===== config.mk =====
export PLATFORM = sky130hd
export DESIGN_NAME = btb_port_sched_flat
export DESIGN_NICKNAME = d
export VERILOG_FILES = /design/src/rtl/btb_pkg.sv /design/src/rtl/btb_port_sched_if.sv /design/src/rtl/btb_upd_fifo.sv /design/src/rtl/btb_port_sched.sv /design/src/flat_wrapper.sv
export SDC_FILE = /design/constraint.sdc
export NUM_CORES = 1
export LEC_CHECK = 0
export ABC_AREA = 0
export ABC_CLOCK_PERIOD_IN_PS = 3600
export CAP_MARGIN = 20
export CORE_UTILIZATION = 30
export DETAILED_ROUTE_END_ITERATION = 12
export HOLD_SLACK_MARGIN = 0.08
export PLACE_DENSITY = 0.61
export SLEW_MARGIN = 20
export SYNTH_ARGS = -nofsm -noshare
export SYNTH_HDL_FRONTEND = slang
export SYNTH_SLANG_ARGS = --single-unit

===== constraint.sdc =====
create_clock -name clk -period 3.6 [get_ports clk]
set_clock_uncertainty 0.2 [all_clocks]
set_input_delay 0.36 -clock clk [delete_from_list [all_inputs] [get_ports clk]]
set_output_delay 0.36 -clock clk [all_outputs]
set_load 0.01 [all_outputs]

===== src/rtl/btb_pkg.sv =====
// Shared types and constants for the BTB port scheduler and the BTB storage.
//   XLEN       : address width
//   ENTRIES    : number of BTB entries covered by an invalidate sweep
//   IDX_W      : entry index width
//   QDEPTH     : resolve-queue depth (power of two, >= 2)
//   STARVE_LIM : consecutive fetch wins before a pending update is forced
package btb_pkg;

    localparam int unsigned XLEN       = 32;
    localparam int unsigned ENTRIES    = 2048;
    localparam int unsigned IDX_W      = $clog2(ENTRIES);
    localparam int unsigned QDEPTH     = 4;
    localparam int unsigned STARVE_LIM = 8;
    localparam int unsigned CNT_W      = $clog2(QDEPTH) + 1;
    localparam int unsigned STARVE_W   = $clog2(STARVE_LIM + 1);

    // One resolved-branch update as written into the BTB.
    typedef struct packed {
        logic [XLEN-1:0] pc;
        logic [XLEN-1:0] target;
        logic            taken;
    } btb_upd_t;

    typedef enum logic [0:0] {
        StSweep,
        StRun
    } sched_state_e;

endpackage


===== src/rtl/btb_port_sched_if.sv =====
// Bundle of all fetch/execute/flush/BTB-side signals of the port scheduler.
//   slave  : scheduler view (requests in, grants/strobes/redirect out)
//   master : environment view (drives requests, observes scheduler outputs)
interface btb_port_sched_if;
    import btb_pkg::*;

    logic             fetch_req;
    logic [XLEN-1:0]  fetch_addr;
    logic             fetch_gnt;
    logic             res_valid;
    logic             res_ready;
    logic [XLEN-1:0]  res_pc;
    logic [XLEN-1:0]  res_target;
    logic             res_taken;
    logic             res_mispred;
    logic             flush_req;
    logic             flush_busy;
    logic             btb_rd_en;
    logic [XLEN-1:0]  btb_rd_addr;
    logic             btb_wr_en;
    logic [XLEN-1:0]  btb_wr_pc;
    logic [XLEN-1:0]  btb_wr_target;
    logic             btb_wr_taken;
    logic             btb_inv_en;
    logic [IDX_W-1:0] btb_inv_idx;
    logic             redirect;
    logic [XLEN-1:0]  redirect_addr;
    logic [CNT_W-1:0] q_count;

    modport slave (
        input  fetch_req, fetch_addr, res_valid, res_pc, res_target, res_taken,
               res_mispred, flush_req,
        output fetch_gnt, res_ready, flush_busy, btb_rd_en, btb_rd_addr, btb_wr_en,
               btb_wr_pc, btb_wr_target, btb_wr_taken, btb_inv_en, btb_inv_idx,
               redirect, redirect_addr, q_count
    );

    modport master (
        output fetch_req, fetch_addr, res_valid, res_pc, res_target, res_taken,
               res_mispred, flush_req,
        input  fetch_gnt, res_ready, flush_busy, btb_rd_en, btb_rd_addr, btb_wr_en,
               btb_wr_pc, btb_wr_target, btb_wr_taken, btb_inv_en, btb_inv_idx,
               redirect, redirect_addr, q_count
    );

endinterface


===== src/rtl/btb_upd_fifo.sv =====
// Synchronous FIFO of BTB updates with occupancy output and synchronous clear.
//   clk_i, rst_ni : clock, asynchronous active-low reset
//   clr_i         : drop all entries (wins over push/pop)
//   push_i/data_i : enqueue (ignored when full)
//   pop_i/data_o  : dequeue / head entry (pop ignored when empty)
//   count_o, empty_o, full_o : occupancy status
module btb_upd_fifo
    import btb_pkg::*;
#(
    parameter int unsigned Depth = QDEPTH,
    localparam int unsigned PtrW = $clog2(Depth),
    localparam int unsigned CntW = PtrW + 1
) (
    input  logic            clk_i,
    input  logic            rst_ni,
    input  logic            clr_i,
    input  logic            push_i,
    input  btb_upd_t        data_i,
    input  logic            pop_i,
    output btb_upd_t        data_o,
    output logic [CntW-1:0] count_o,
    output logic            empty_o,
    output logic            full_o
);

    btb_upd_t        mem_q [Depth];
    logic [PtrW-1:0] wr_ptr_q, wr_ptr_d;
    logic [PtrW-1:0] rd_ptr_q, rd_ptr_d;
    logic [CntW-1:0] count_q, count_d;
    logic            push_ok, pop_ok;

    assign empty_o = (count_q == '0);
    assign full_o  = (count_q == CntW'(Depth));
    assign count_o = count_q;
    assign data_o  = mem_q[rd_ptr_q];

    assign push_ok = push_i && !full_o && !clr_i;
    assign pop_ok  = pop_i && !empty_o && !clr_i;

    always_comb begin
        wr_ptr_d = wr_ptr_q;
        rd_ptr_d = rd_ptr_q;
        count_d  = count_q;
        if (clr_i) begin
            wr_ptr_d = '0;
            rd_ptr_d = '0;
            count_d  = '0;
        end else begin
            // Depth is a power of two, so pointers wrap by overflow.
            if (push_ok) wr_ptr_d = wr_ptr_q + PtrW'(1);
            if (pop_ok)  rd_ptr_d = rd_ptr_q + PtrW'(1);
            if (push_ok && !pop_ok)      count_d = count_q + CntW'(1);
            else if (pop_ok && !push_ok) count_d = count_q - CntW'(1);
        end
    end

    always_ff @(posedge clk_i or negedge rst_ni) begin
        if (!rst_ni) begin
            wr_ptr_q <= '0;
            rd_ptr_q <= '0;
            count_q  <= '0;
        end else begin
            wr_ptr_q <= wr_ptr_d;
            rd_ptr_q <= rd_ptr_d;
            count_q  <= count_d;
        end
    end

    // Storage needs no reset: only slots below count are ever read out.
    always_ff @(posedge clk_i) begin
        if (push_ok) mem_q[wr_ptr_q] <= data_i;
    end

endmodule


===== src/rtl/btb_port_sched.sv =====
// Arbitrates the single BTB access port between fetch lookups, queued
// resolved-branch updates and a full-table invalidate sweep; also issues the
// registered fetch redirect after a mispredicted branch is accepted.
//   clk : clock
//   rst : asynchronous active-low reset (starts a full sweep)
//   bus : fetch request/grant, resolve handshake, flush, BTB strobes,
//         redirect and queue occupancy (see btb_port_sched_if)
module btb_port_sched
    import btb_pkg::*;
(
    input logic             clk,
    input logic             rst,
    btb_port_sched_if.slave bus
);

    localparam logic [IDX_W-1:0]    LastIdx   = IDX_W'(ENTRIES - 1);
    localparam logic [STARVE_W-1:0] StarveMax = STARVE_W'(STARVE_LIM);

    sched_state_e        state_q, state_d;
    logic [IDX_W-1:0]    inv_idx_q, inv_idx_d;
    logic [STARVE_W-1:0] starve_q, starve_d;
    logic                redirect_q, redirect_d;
    logic [XLEN-1:0]     redirect_addr_q, redirect_addr_d;

    logic             fetch_gnt, rd_en, wr_sel, wr_en, inv_en;
    logic             flush_busy, res_ready, res_hs, q_clr;
    logic             q_empty, q_full;
    logic [CNT_W-1:0] q_cnt;
    btb_upd_t         q_head, q_in;

    assign q_in   = '{pc: bus.res_pc, target: bus.res_target, taken: bus.res_taken};
    assign res_hs = bus.res_valid && res_ready;

    btb_upd_fifo #(
        .Depth (QDEPTH)
    ) u_fifo (
        .clk_i   (clk),
        .rst_ni  (rst),
        .clr_i   (q_clr),
        // An entry offered in the flush cycle is dropped with the rest.
        .push_i  (res_hs && !bus.flush_req),
        .data_i  (q_in),
        .pop_i   (wr_en),
        .data_o  (q_head),
        .count_o (q_cnt),
        .empty_o (q_empty),
        .full_o  (q_full)
    );

    always_comb begin
        state_d         = state_q;
        inv_idx_d       = inv_idx_q;
        starve_d        = starve_q;
        redirect_d      = 1'b0;
        redirect_addr_d = redirect_addr_q;
        fetch_gnt       = 1'b0;
        rd_en           = 1'b0;
        wr_sel          = 1'b0;
        wr_en           = 1'b0;
        inv_en          = 1'b0;
        flush_busy      = 1'b0;
        res_ready       = 1'b0;
        q_clr           = 1'b0;

        unique case (state_q)
            StSweep: begin
                // Gated by rst so no strobe leaks out while reset is held.
                inv_en     = rst;
                flush_busy = 1'b1;
                inv_idx_d  = inv_idx_q + IDX_W'(1);
                if (inv_idx_q == LastIdx) begin
                    state_d   = StRun;
                    inv_idx_d = '0;
                end
            end
            StRun: begin
                res_ready = !q_full;
                if (!q_empty && (q_full || starve_q == StarveMax)) begin
                    wr_sel = 1'b1;
                end else if (bus.fetch_req && !redirect_q) begin
                    fetch_gnt = 1'b1;
                    rd_en     = 1'b1;
                end else if (!q_empty) begin
                    wr_sel = 1'b1;
                end
                // A flush discards the queue, so its head is not written either.
                wr_en = wr_sel && !bus.flush_req;
                if (bus.flush_req) begin
                    state_d   = StSweep;
                    inv_idx_d = '0;
                    q_clr     = 1'b1;
                end
            end
            default: state_d = StSweep;
        endcase

        if (q_empty || wr_en || q_clr) begin
            starve_d = '0;
        end else if (fetch_gnt && starve_q != StarveMax) begin
            starve_d = starve_q + STARVE_W'(1);
        end

        if (res_hs && bus.res_mispred) begin
            redirect_d      = 1'b1;
            redirect_addr_d = bus.res_taken ? bus.res_target : bus.res_pc + XLEN'(4);
        end
    end

    always_ff @(posedge clk or negedge rst) begin
        if (!rst) begin
            state_q         <= StSweep;
            inv_idx_q       <= '0;
            starve_q        <= '0;
            redirect_q      <= 1'b0;
            redirect_addr_q <= '0;
        end else begin
            state_q         <= state_d;
            inv_idx_q       <= inv_idx_d;
            starve_q        <= starve_d;
            redirect_q      <= redirect_d;
            redirect_addr_q <= redirect_addr_d;
        end
    end

    assign bus.fetch_gnt     = fetch_gnt;
    assign bus.res_ready     = res_ready;
    assign bus.flush_busy    = flush_busy;
    assign bus.btb_rd_en     = rd_en;
    assign bus.btb_rd_addr   = bus.fetch_addr;
    assign bus.btb_wr_en     = wr_en;
    assign bus.btb_wr_pc     = q_head.pc;
    assign bus.btb_wr_target = q_head.target;
    assign bus.btb_wr_taken  = q_head.taken;
    assign bus.btb_inv_en    = inv_en;
    assign bus.btb_inv_idx   = inv_idx_q;
    assign bus.redirect      = redirect_q;
    assign bus.redirect_addr = redirect_addr_q;
    assign bus.q_count       = q_cnt;

endmodule


===== src/flat_wrapper.sv =====
// flat-port wrapper written by rule: the top's interface ports become plain ports
module btb_port_sched_flat import btb_pkg::*;
  (clk, rst, bus_fetch_req, bus_fetch_addr, bus_res_valid, bus_res_pc, bus_res_target, bus_res_taken, bus_res_mispred, bus_flush_req, bus_fetch_gnt, bus_res_ready, bus_flush_busy, bus_btb_rd_en, bus_btb_rd_addr, bus_btb_wr_en, bus_btb_wr_pc, bus_btb_wr_target, bus_btb_wr_taken, bus_btb_inv_en, bus_btb_inv_idx, bus_redirect, bus_redirect_addr, bus_q_count);
  btb_port_sched_if bus_i ();
  input logic clk;
  input logic rst;
  input wire logic [$bits(bus_i.fetch_req)-1:0] bus_fetch_req;
  input wire logic [$bits(bus_i.fetch_addr)-1:0] bus_fetch_addr;
  input wire logic [$bits(bus_i.res_valid)-1:0] bus_res_valid;
  input wire logic [$bits(bus_i.res_pc)-1:0] bus_res_pc;
  input wire logic [$bits(bus_i.res_target)-1:0] bus_res_target;
  input wire logic [$bits(bus_i.res_taken)-1:0] bus_res_taken;
  input wire logic [$bits(bus_i.res_mispred)-1:0] bus_res_mispred;
  input wire logic [$bits(bus_i.flush_req)-1:0] bus_flush_req;
  output wire logic [$bits(bus_i.fetch_gnt)-1:0] bus_fetch_gnt;
  output wire logic [$bits(bus_i.res_ready)-1:0] bus_res_ready;
  output wire logic [$bits(bus_i.flush_busy)-1:0] bus_flush_busy;
  output wire logic [$bits(bus_i.btb_rd_en)-1:0] bus_btb_rd_en;
  output wire logic [$bits(bus_i.btb_rd_addr)-1:0] bus_btb_rd_addr;
  output wire logic [$bits(bus_i.btb_wr_en)-1:0] bus_btb_wr_en;
  output wire logic [$bits(bus_i.btb_wr_pc)-1:0] bus_btb_wr_pc;
  output wire logic [$bits(bus_i.btb_wr_target)-1:0] bus_btb_wr_target;
  output wire logic [$bits(bus_i.btb_wr_taken)-1:0] bus_btb_wr_taken;
  output wire logic [$bits(bus_i.btb_inv_en)-1:0] bus_btb_inv_en;
  output wire logic [$bits(bus_i.btb_inv_idx)-1:0] bus_btb_inv_idx;
  output wire logic [$bits(bus_i.redirect)-1:0] bus_redirect;
  output wire logic [$bits(bus_i.redirect_addr)-1:0] bus_redirect_addr;
  output wire logic [$bits(bus_i.q_count)-1:0] bus_q_count;
  assign bus_i.fetch_req = bus_fetch_req;
  assign bus_i.fetch_addr = bus_fetch_addr;
  assign bus_i.res_valid = bus_res_valid;
  assign bus_i.res_pc = bus_res_pc;
  assign bus_i.res_target = bus_res_target;
  assign bus_i.res_taken = bus_res_taken;
  assign bus_i.res_mispred = bus_res_mispred;
  assign bus_i.flush_req = bus_flush_req;
  assign bus_fetch_gnt = bus_i.fetch_gnt;
  assign bus_res_ready = bus_i.res_ready;
  assign bus_flush_busy = bus_i.flush_busy;
  assign bus_btb_rd_en = bus_i.btb_rd_en;
  assign bus_btb_rd_addr = bus_i.btb_rd_addr;
  assign bus_btb_wr_en = bus_i.btb_wr_en;
  assign bus_btb_wr_pc = bus_i.btb_wr_pc;
  assign bus_btb_wr_target = bus_i.btb_wr_target;
  assign bus_btb_wr_taken = bus_i.btb_wr_taken;
  assign bus_btb_inv_en = bus_i.btb_inv_en;
  assign bus_btb_inv_idx = bus_i.btb_inv_idx;
  assign bus_redirect = bus_i.redirect;
  assign bus_redirect_addr = bus_i.redirect_addr;
  assign bus_q_count = bus_i.q_count;
  btb_port_sched u_core (.clk(clk), .rst(rst), .bus(bus_i));
endmodule

# ---- Word level (Yosys, flattened, before mapping)
# Memory sizes are Yosys's and may differ from the RTL's.
# Index checks and enable logic that the tools add are counted.
dict set report word_totals {
  romBits 0
  register_bits 56
  out_inout_bits 150
  mem_count 1
  ramBits 260
  latch_bits 0
}
dict set report classes {
  n_mux 32
  n_reduce_logical 28
  div_mod_pow 0
  magnitude_cmp 0
  mul 0
  shifts 0
  n_addsub 7
  bitwise_logic 1
  n_eq_ne 5
}
# name words width read_ports rd_clocked_by_memory_dff wr line_no
set mem_list {}
lappend mem_list {u_core.u_fifo.mem_q 4 65 1 0 1 btb_upd_fifo.sv:26} ;# btb_upd_t mem_q [Depth];
# op n
set ops {}
lappend ops {{32-bit by 3-bit adder with 32-bit output (second input constant)} 1}
lappend ops {{32-bit 2-to-1 mux} 1}
lappend ops {{11-bit 2-to-1 mux} 2}
lappend ops {{11-bit case mux with 2 select lines} 1}
lappend ops {{1-bit 2-to-1 mux} 18}
lappend ops {{1-bit logical AND} 13}
lappend ops {{11-bit by 1-bit adder with 11-bit output (second input constant)} 1}
lappend ops {{11-bit == test (second input constant)} 1}
lappend ops {{3-bit 2-to-1 mux} 3}
lappend ops {{2-bit 2-to-1 mux} 4}
lappend ops {{4-bit 2-to-1 mux} 2}
lappend ops {{1-bit logical NOT} 7}
lappend ops {{2-bit nonzero test} 3}
lappend ops {{2-bit by 1-bit adder with 2-bit output (second input constant)} 2}
lappend ops {{4-bit by 1-bit adder with 4-bit output (second input constant)} 1}
lappend ops {{4-bit == test (second input constant)} 1}
lappend ops {{4-bit != test (second input constant)} 1}
lappend ops {{3-bit by 1-bit adder with 3-bit output (second input constant)} 1}
lappend ops {{3-bit == test (second input constant)} 1}
lappend ops {{3-bit logical NOT} 1}
lappend ops {{1-bit logical OR} 3}
lappend ops {{3-bit nonzero test} 1}
lappend ops {{3-bit by 1-bit subtractor with 3-bit output (second input constant)} 1}
lappend ops {{2-bit != test (second input constant)} 1}
lappend ops {{other kinds (2)} 2}

# ---- Longest topological paths before layout
# Gate-level depths: netlist of the first run.
dict set report depth {
  depth_word 13
  mapped_depth 10
}

# ---- By module
# From an unflattened synthesis of the first run, not the netlist that was laid out.
dict set report unflattened {
  cells_unflattened 778
  hier_area_um2 13198.9
}
# module instances cells_each area_per_inst_um2 seq_area_each_um2
set by_module_without_submodules {}
lappend by_module_without_submodules {btb_upd_fifo 1 400 9939.5 7982.7}
lappend by_module_without_submodules {btb_port_sched 1 378 3259.4 1226.2}

# ---- Worst setup path before layout of the first run
# No wires, ideal clock.
dict set report synth_timing {
  path_kind {reg-to-reg}
  from {register u_core.u_fifo.count_q[0] (netlist: u_core.u_fifo.count_o[0])}
  to {memory u_core.u_fifo.mem_q[2][0] in the netlist's numbering (enable)}
  synth_period_minus_slack_ps 3101
  path_slack_ps 499
  arrival_time_ps 2471
  path_buffers 0
  stages_incl_launch_ff 4
  path_cell_list {dfrtp_1 nor2_1 a21oi_4 and3_1}
}
dict set report synth_between {
  elab_chain_cells 9
}
# element line_no
set synth_lines {}
lappend synth_lines {{start: declaration} btb_upd_fifo.sv:29} ;# logic [CntW-1:0] count_q, count_d;
lappend synth_lines {{start signal: assignment} btb_upd_fifo.sv:65} ;# count_q <= count_d;
lappend synth_lines {{3-bit == test *} btb_upd_fifo.sv:33} ;# assign full_o = (count_q == CntW'(Depth));
lappend synth_lines {{1-bit logical NOT *} {btb_upd_fifo.sv:37, btb_port_sched.sv:77}}
lappend synth_lines {{1-bit 2-to-1 mux} btb_port_sched.sv:65} ;# unique case (state_q)
lappend synth_lines {{1-bit logical AND} btb_port_sched.sv:32} ;# assign res_hs = bus.res_valid && res_ready;
lappend synth_lines {{1-bit logical AND} btb_port_sched.sv:41} ;# .push_i (res_hs && !bus.flush_req),
lappend synth_lines {{1-bit logical AND * (2 in a row)} btb_upd_fifo.sv:37} ;# assign push_ok = push_i && !full_o && !clr_i;
lappend synth_lines {{1-bit 2-to-1 mux *} btb_upd_fifo.sv:71} ;# if (push_ok) mem_q[wr_ptr_q] <= data_i;
lappend synth_lines {{1-bit 2-to-1 mux (not written as such) *} btb_upd_fifo.sv:71}
lappend synth_lines {{end: declaration} btb_upd_fifo.sv:26}
# Mark *: on every way between the ends. The rest lies on a longest branch, timed or not.

# ---- Worst setup path in the final report of the first run
dict set report layout_timing {
  from {register u_core.u_fifo.rd_ptr_q[0]}
  to {output port bus_btb_wr_pc[2]}
}
dict set report layout_between {
  elab_chain_cells 1
}
# element line_no
set layout_lines {}
lappend layout_lines {{start: declaration} btb_upd_fifo.sv:28} ;# logic [PtrW-1:0] rd_ptr_q, rd_ptr_d;
lappend layout_lines {{start signal: assignment} btb_upd_fifo.sv:64} ;# rd_ptr_q <= rd_ptr_d;
lappend layout_lines {{memory 4 x 65 bit} -}
lappend layout_lines {{end: declaration} flat_wrapper.sv:21} ;# output wire logic [$bits(bus_i.btb_wr_pc)-1:0] bus_btb_wr_pc;
# Every way passes these cells.

==> metrics.md, run 1 <==
| Metric | Value |
|---|---|
| Status | `finished, final reports clean` |
| Period minus WS final | `3.335 ns` |
| Combinational share of power | `0.261` |
| Vias in the first global route | `7451` |
| H-tree levels | `2` |
| Syn Area/Cell | `17.40 µm²` |
| Fin. max-slew vios | `0` |
| Num rows | `75` |
| Share of cells above drive strength 1 | `0.1820` |
| WL per Instance | `21.49 µm` |
| CTS Buffer Depth | `3` |
| Setup Fix Bufs, Post-CTS | `0` |
| Slew at the pin closest to its max-slew limit | `0.8843 ns` |
| WP data required | `3.04 ns` |
| R2R Path End | `u_core.u_fifo.count_o[2]` |
| Net Sw Frac | `0.2730` |
| # setup viols final | `0` |
| Die footprint | `44220 µm²` |
| Post-CTS resize count | `0` |
| Critical path class | `flop to output pin` |
| FF-to-FF path depth | `10` |
| Maximum vdd drop | `277.2 µV` |
| Grt ovf | `0` |
| Crit-path max FO | `26` |
| Worst Hold Launch | `bus_res_taken` |
| RSZ-0062 raised after global routing | `no` |
| Initial antenna violation count | `3` |
| Ys Warns | `0` |
| Port bufs | `188` |
| CTS root buf | `clkbuf_16` |
| Hold Buf Count CTS | `1` |
| Total negative setup slack | `0 ns` |
| Synth Flop Type | `edfxtp_1` |
| Core area | `42320 µm²` |
| GR Util All Layers | `0.1501` |
| Routability congestion estimate | `0.7571` |
| Worst Hold Path EP | `u_core.bus.redirect_addr[31]` |
| Final worst slack | `0.2651 ns` |
| Tcrit/Tclk final | `0.9264` |
| Reg2reg setup slack | `0.80 ns` |
| Die X | `210.3 µm` |
| Total of fill cells in the finished design | `3884` |
| Flop pwr share | `0.414` |
| Post-synthesis sequential area ratio | `0.7076` |
| Global-route wire length before repair | `48710 µm` |
| Dpl ws | `0.4959 ns` |
| Core Util, Final | `0.3940` |
| Crit end category | `output pin` |
| Sink Count | `316` |
| Total CTS buffers | `36` |
| Antenna Nets Post-Route | `0` |
| FF-to-FF Start | `u_core.starve_q[0]` |
| Clock-pin transition on the worst setup and hold timing paths | `0.06 ns` |
| I/O Pins | `253` |
| P_sw | `0.003013 W` |
| Area Overhead vs Synth | `28.11%` |
| Largest net degree at the start of global routing | `66` |
| Crit path launch type | `flop` |
| Die H | `210.3 µm` |
| CP arrival | `2.77 ns` |
| Vias per cell | `4.725` |
| Yosys cell types | `53` |
| Synthesized flop and latch total | `316` |
| Initial Util | `0.3075` |
| Pwr dens | `661.9 nW/µm²` |
| Post-layout net count | `1043` |
| Worst Hold Class | `input pin to flop` |
| Async SR Flop Fraction | `0.1772` |
| Syn Nets | `861` |
| Drt total wl | `32970 µm` |
| WHS Path Cells | `3` |
| Peak Freq | `0.2999 GHz` |
| Post-synth EDFFs | `260` |
| # DRC | `0` |
| Mapped Cells | `748` |
| Max_cap viols | `0` |
| Final hold vios | `0` |
| Vias | `7248` |
| Worst skew pair latency | `0.52 ns` |
| TritonCTS clock tree | `yes` |
| Drt first pass iters | `5` |
| Iter 0 DRT Violations | `546` |
| Leakage power | `5.576 nW` |
| Mapped cell area | `13010 µm²` |
| DP HPWL | `21210 µm` |
| Clk pwr share | `0.325` |
| Worst slew margin | `0.4105` |
| Cell Int Power | `0.008024 W` |
==> metal layers <==
| layer | share of wire | global-route usage | up-vias |
|---|---|---|---|
| met4 | 0.015 | 0.04128 | 6 |
| met1 | 0.43 | 0.1936 | 3686 |
| met5 | 0.0012 | 0 | - |
| met2 | 0.46 | 0.2345 | 266 |
| met3 | 0.094 | 0.05900 | 42 |
| li1 | - | - | 3248 |
==> worst max-delay path, cell delays in order (launching register included) <==
cell and delay [ns]:
dfrtp_4 0.84, buf_4 0.31, mux4_2 0.54, clkdlybuf4s50_1 0.50
==> Yosys cell counts (12+ instances only) <==
cell type	instances	area, µm²
edfxtp_1	260	7807
mux4_2	65	1464
nand2_1	65	244.0
dfrtp_1	56	1401
buf_4	34	255.2
nor2_1	28	105.1
xor2_1	21	183.9
nand3_1	20	100.1
clkbuf_1	17	63.81
o21ai_0	16	80.08
xnor2_1	15	131.4
a21oi_1	14	70.07
o221ai_1	12	105.1
==> power by group through the flow <==
stage                     logic, W  registers, W  clock network, W
final                      0.00288       0.00456           0.00359
after global routing       0.00310       0.00461           0.00383
after CTS                  0.00295       0.00458           0.00370
after detailed placement   0.00294       0.00465                 0
after global placement     0.00292       0.00463                 0
after floorplan            0.00137       0.00459                 0
==> registers in the layout (all words and copies together) (netlist names) <==
name                      flops
u_core.u_fifo.mem_q         260
u_core.bus.redirect_addr     32
u_core.bus.btb_inv_idx       11
u_core.starve_q               4
u_core.u_fifo.count_o         3
u_core.u_fifo.rd_ptr_q        2
u_core.u_fifo.wr_ptr_q        2
u_core.bus.redirect           1
u_core.state_q                1
==> cells by family after synthesis <==
| family | after synthesis | share of synthesized area |
|---|---|---|
| muxes | 74 | 0.1196 |
| DFF | 316 | 0.7076 |
| buffers and inverters | 78 | 0.03374 |
| and+or+nand+nor | 161 | 0.06258 |
| xor gates and xnor gates | 36 | 0.02423 |
| adders and majority gates | 10 | 0.01019 |
| AOI/OAI and AO/OA | 73 | 0.04211 |
==> layout make-up <==
cell class | count | area (µm²) | area share
antenna | 1 | 2.502 | 0.0001501
clock buffer | 42 | 974.7 | 0.05846
clock inverter | 22 | 190.2 | 0.01141
inverter | 13 | 48.80 | 0.002927
multi-input combinational | 354 | 3387 | 0.2031
sequential | 316 | 9216 | 0.5528
tap | 577 | 721.9 | 0.04330
timing repair buffer | 209 | 2132 | 0.1279
==> how the worst max path moves through the flow <==
stage                                          from                            to  slack (ns)
after floorplan            u_core.u_fifo.count_o[0]     u_core.u_fifo.mem_q[2][0]        0.50
after global placement                bus_res_pc[2]  u_core.bus.redirect_addr[24]        0.58
after detailed placement              bus_res_pc[2]  u_core.bus.redirect_addr[24]        0.50
after CTS                 u_core.u_fifo.rd_ptr_q[0]              bus_btb_wr_pc[2]        0.14
after global routing      u_core.u_fifo.rd_ptr_q[0]              bus_btb_wr_pc[2]        0.12
final                     u_core.u_fifo.rd_ptr_q[0]              bus_btb_wr_pc[2]        0.27
==> metrics by stage <==
step | power [W] | instance area, µm² | hold slack, ns | std cells
5_1_grt | 0.01154 | 16670 | 0.2803 | 1533
3_3_place_gp | 0.007558 | 15500 | 0.2640 | 1468
3_5_place_dp | 0.007585 | 15500 | 0.2724 | 1468
6_report | 0.01104 | 16670 | 0.2536 | 1534
4_1_cts | 0.01123 | 16670 | 0.2235 | 1533
2_1_floorplan | 0.005955 | 13020 | -0.1356 | 748
==> cell usage in the layout (no fill, tap or decap), drive strengths merged, types with 2 or more instances in the layout <==
cell type / n
edfxtp: 260
clkdlybuf4s50: 186
nand2: 66
mux4: 65
dfrtp: 56
clkbuf: 42
nor2: 28
o21ai: 25
buf: 22
xor2: 21
nand3: 20
o221ai: 18
xnor2: 15
a21oi: 15
clkinv: 15
inv: 13
nand4: 11
and3: 11
ha: 9
mux2i: 7
nor2b: 5
nor4: 5
clkinvlp: 4
nor3: 3
and2: 3
bufinv: 3
or2: 3
o31ai: 3
mux2: 2
or3: 2
a22o: 2
and4: 2
a21o: 2
a31o: 2
Power figures use the tool's default switching activity.
==> run 2: changes to the inputs <==
--- a/config.mk
+++ b/config.mk
@@ -9,6 +9,7 @@
 export ABC_CLOCK_PERIOD_IN_PS = 3600
 export CAP_MARGIN = 20
 export CORE_UTILIZATION = 30
+export CTS_CLUSTER_SIZE = 12
 export DETAILED_ROUTE_END_ITERATION = 12
 export HOLD_SLACK_MARGIN = 0.08
 export PLACE_DENSITY = 0.61
==> metrics.md, run 2 (same netlist as run 1, synthesis figures left out) <==
| Metric | Value |
|---|---|
| Status | `finished, final reports clean` |
| DP Area | `15500 µm² (unchanged)` |
| Worst Hold Launch | `bus_res_taken` |
| Area Overhead vs Synth | `28.12% (about the same)` |
| Peak Freq | `0.2997 GHz (about the same)` |
| Maximum vdd drop | `327.1 µV (+18%)` |
| CP arrival | `2.78 ns (about the same)` |
| Most common cell after layout, fill and taps aside | `edfxtp_1` |
| RSZ-0062 raised after global routing | `no` |
| Total negative setup slack | `0 ns (unchanged)` |
| Drt total wl | `32980 µm (about the same)` |
| Tcrit/Tclk final | `0.9268 (about the same)` |
| Crit path launch type | `flop` |
| Die footprint | `44220 µm² (unchanged)` |
| H-tree levels | `2 (unchanged)` |
| Total CTS buffers | `36 (unchanged)` |
| Post-route design area | `16670 µm² (about the same)` |
| R2R Path End | `u_core.u_fifo.count_o[2]` |
| Vias | `7311 (+0.87%)` |
| WP data required | `3.04 ns (about the same)` |
| GR Util All Layers | `0.1500 (-0.0001641)` |
| Buf/Inv on CP | `2 (unchanged)` |
| FF-to-FF Start | `u_core.starve_q[0]` |
| Core area | `42320 µm² (unchanged)` |
| Slowest CP cell | `dfrtp_4` |
| Final hold vios | `0 (unchanged)` |
| I/O Pins | `253 (unchanged)` |
| Worst skew pair latency | `0.52 ns (about the same)` |
| CP Cell Sequence | `buf_4, mux4_2, clkdlybuf4s50_1` |
| Crit-path max FO | `26 (unchanged)` |
| FF-to-FF path depth | `10 (unchanged)` |
| Drt first pass iters | `4 (-1)` |
| Worst Hold Class | `input pin to flop` |
| DP HPWL | `21210 µm (unchanged)` |
| Worst Hold Path EP | `u_core.bus.redirect_addr[31]` |
| Reg2reg setup slack | `0.79 ns (about the same)` |
| Period minus WS final | `3.336 ns (+0.001572 ns)` |
| Vias in the first global route | `7457 (+0.081%)` |
| Die X | `210.3 µm (unchanged)` |
| Delay-heaviest family, CP | `flip-flops` |
| Num rows | `75 (unchanged)` |
| Worst slew margin | `0.3993 (-0.01122)` |
| # setup viols final | `0 (unchanged)` |
| Max_cap viols | `0 (unchanged)` |
| Initial antenna violation count | `3 (unchanged)` |
| CTS Buffer Depth | `3 (unchanged)` |
| Critical path class | `flop to output pin` |
| Grt ovf | `0 (unchanged)` |
| Clock-pin transition on the worst setup and hold timing paths | `0.06 ns (about the same)` |
| Global-route wire length before repair | `48720 µm (about the same)` |
| TritonCTS clock tree | `yes` |
| Core Util, Final | `0.3940 (about the same)` |
| # DRC | `0 (unchanged)` |
| Fin. max-slew vios | `0 (unchanged)` |
| Pwr dens | `664.0 nW/µm² (+0.32%)` |
| Die H | `210.3 µm (unchanged)` |
| Post-layout net count | `1043 (unchanged)` |
| Slew at the pin closest to its max-slew limit | `0.9011 ns (+0.01683 ns)` |
| Largest reg by FF count | `u_core.u_fifo.mem_q` |
| Vias per cell | `4.769 (+0.94%)` |
| Max reg flops | `260 (unchanged)` |
| WL per Instance | `21.51 µm (about the same)` |
| Post-CTS resize count | `0 (unchanged)` |
| Port bufs | `188 (unchanged)` |
| CTS root buf | `clkbuf_16` |
| Share of cells above drive strength 1 | `0.1738 (-0.008186)` |
| Crit end category | `output pin` |
| Leakage power | `5.579 nW (about the same)` |
| Commonest cells after routing, fill and taps aside | `260 x edfxtp_1, 186 x clkdlybuf4s50_1, 65 x nand2_1, 65 x mux4_2, 54 x dfrtp_1` |
| Sink Count | `316 (unchanged)` |
| Max stage delay on crit path | `0.84 ns (about the same)` |
| Initial Util | `0.3075 (unchanged)` |
| WHS Path Cells | `3 (unchanged)` |
| Antenna Nets Post-Route | `0 (unchanged)` |
| Iter 0 DRT Violations | `583 (+6.8%)` |
| Routability congestion estimate | `0.7571 (unchanged)` |
| Largest net degree at the start of global routing | `66 (unchanged)` |
==> run 2: changes by cell type in the layout (fill, tap and decap cells not counted), sizes merged <==
cell      previous run  this run
clkbuf              42        48
clkinv              15        11
clkinvlp             4         0
bufinv               3         4
==> run 2: cell type report <==
| cell class | count | area (µm²) |
|---|---|---|
| inverters | 13 | 48.80 |
| multi-input cells | 354 | 3387 |
| repair buffers | 209 | 2132 |
| fillers | 3890 | 25650 |
| flip-flops and latches | 316 | 9216 |
| clock inverters | 15 | 168.9 |
| clock buffers | 48 | 997.2 |
| diodes | 1 | 2.502 |
| well taps | 577 | 721.9 |
==> run 2: layer usage <==
metal,global-route usage,wire (µm),part of all wire
met3,0.05736,3014,0.091
met1,0.1952,14080,0.43
met2,0.2330,15280,0.46
met5,0,38,0.0012
met4,0.04178,560,0.017
==> run 2: what timing repair did <==
| action | 4_1_cts | 5_1_grt |
|---|---|---|
| hold buffers | 1 | 0 |
| setup buffers | 0 | 0 |
| hold endpoints to repair | 56 | 0 |
==> run 2: tightest hold or removal path, stage by stage <==
cell and delay (ns):
buf_2 0.31, nand2_1 0.14, o221ai_1 0.11
==> run 2: worst max path at each step <==
stage                                    from                            to  slack [ns]  cells past startpoint
global route        u_core.u_fifo.rd_ptr_q[0]              bus_btb_wr_pc[2]        0.12                      3
finish              u_core.u_fifo.rd_ptr_q[0]              bus_btb_wr_pc[2]        0.26                      3
floorplan            u_core.u_fifo.count_o[0]     u_core.u_fifo.mem_q[2][0]        0.50                      3
global placement                bus_res_pc[2]  u_core.bus.redirect_addr[24]        0.58                      7
CTS                 u_core.u_fifo.rd_ptr_q[0]              bus_btb_wr_pc[2]        0.14                      3
detailed placement              bus_res_pc[2]  u_core.bus.redirect_addr[24]        0.50                      7
==> run 2: report_power, final <==
part | internal (W) | leakage, nW | switching (W)
Clock | 0.00222 | 0.575 | 0.00140
Sequential | 0.00425 | 3.05 | 0.000312
Combinational | 0.00162 | 1.95 | 0.00126
Total | 0.00810 | 5.58 | 0.00298
==> run 2: metrics by stage <==
stage	setup WS (ns)	power (W)	instances	hold WS [ns]
global placement	0.5769	0.007558	1468	0.2640
floorplan	0.4987	0.005955	748	-0.1356
CTS	0.1446	0.01126	1532	0.2188
detailed placement	0.4959	0.007585	1468	0.2724
finish	0.2635	0.01107	1533	0.2541
global route	0.1239	0.01157	1532	0.2803
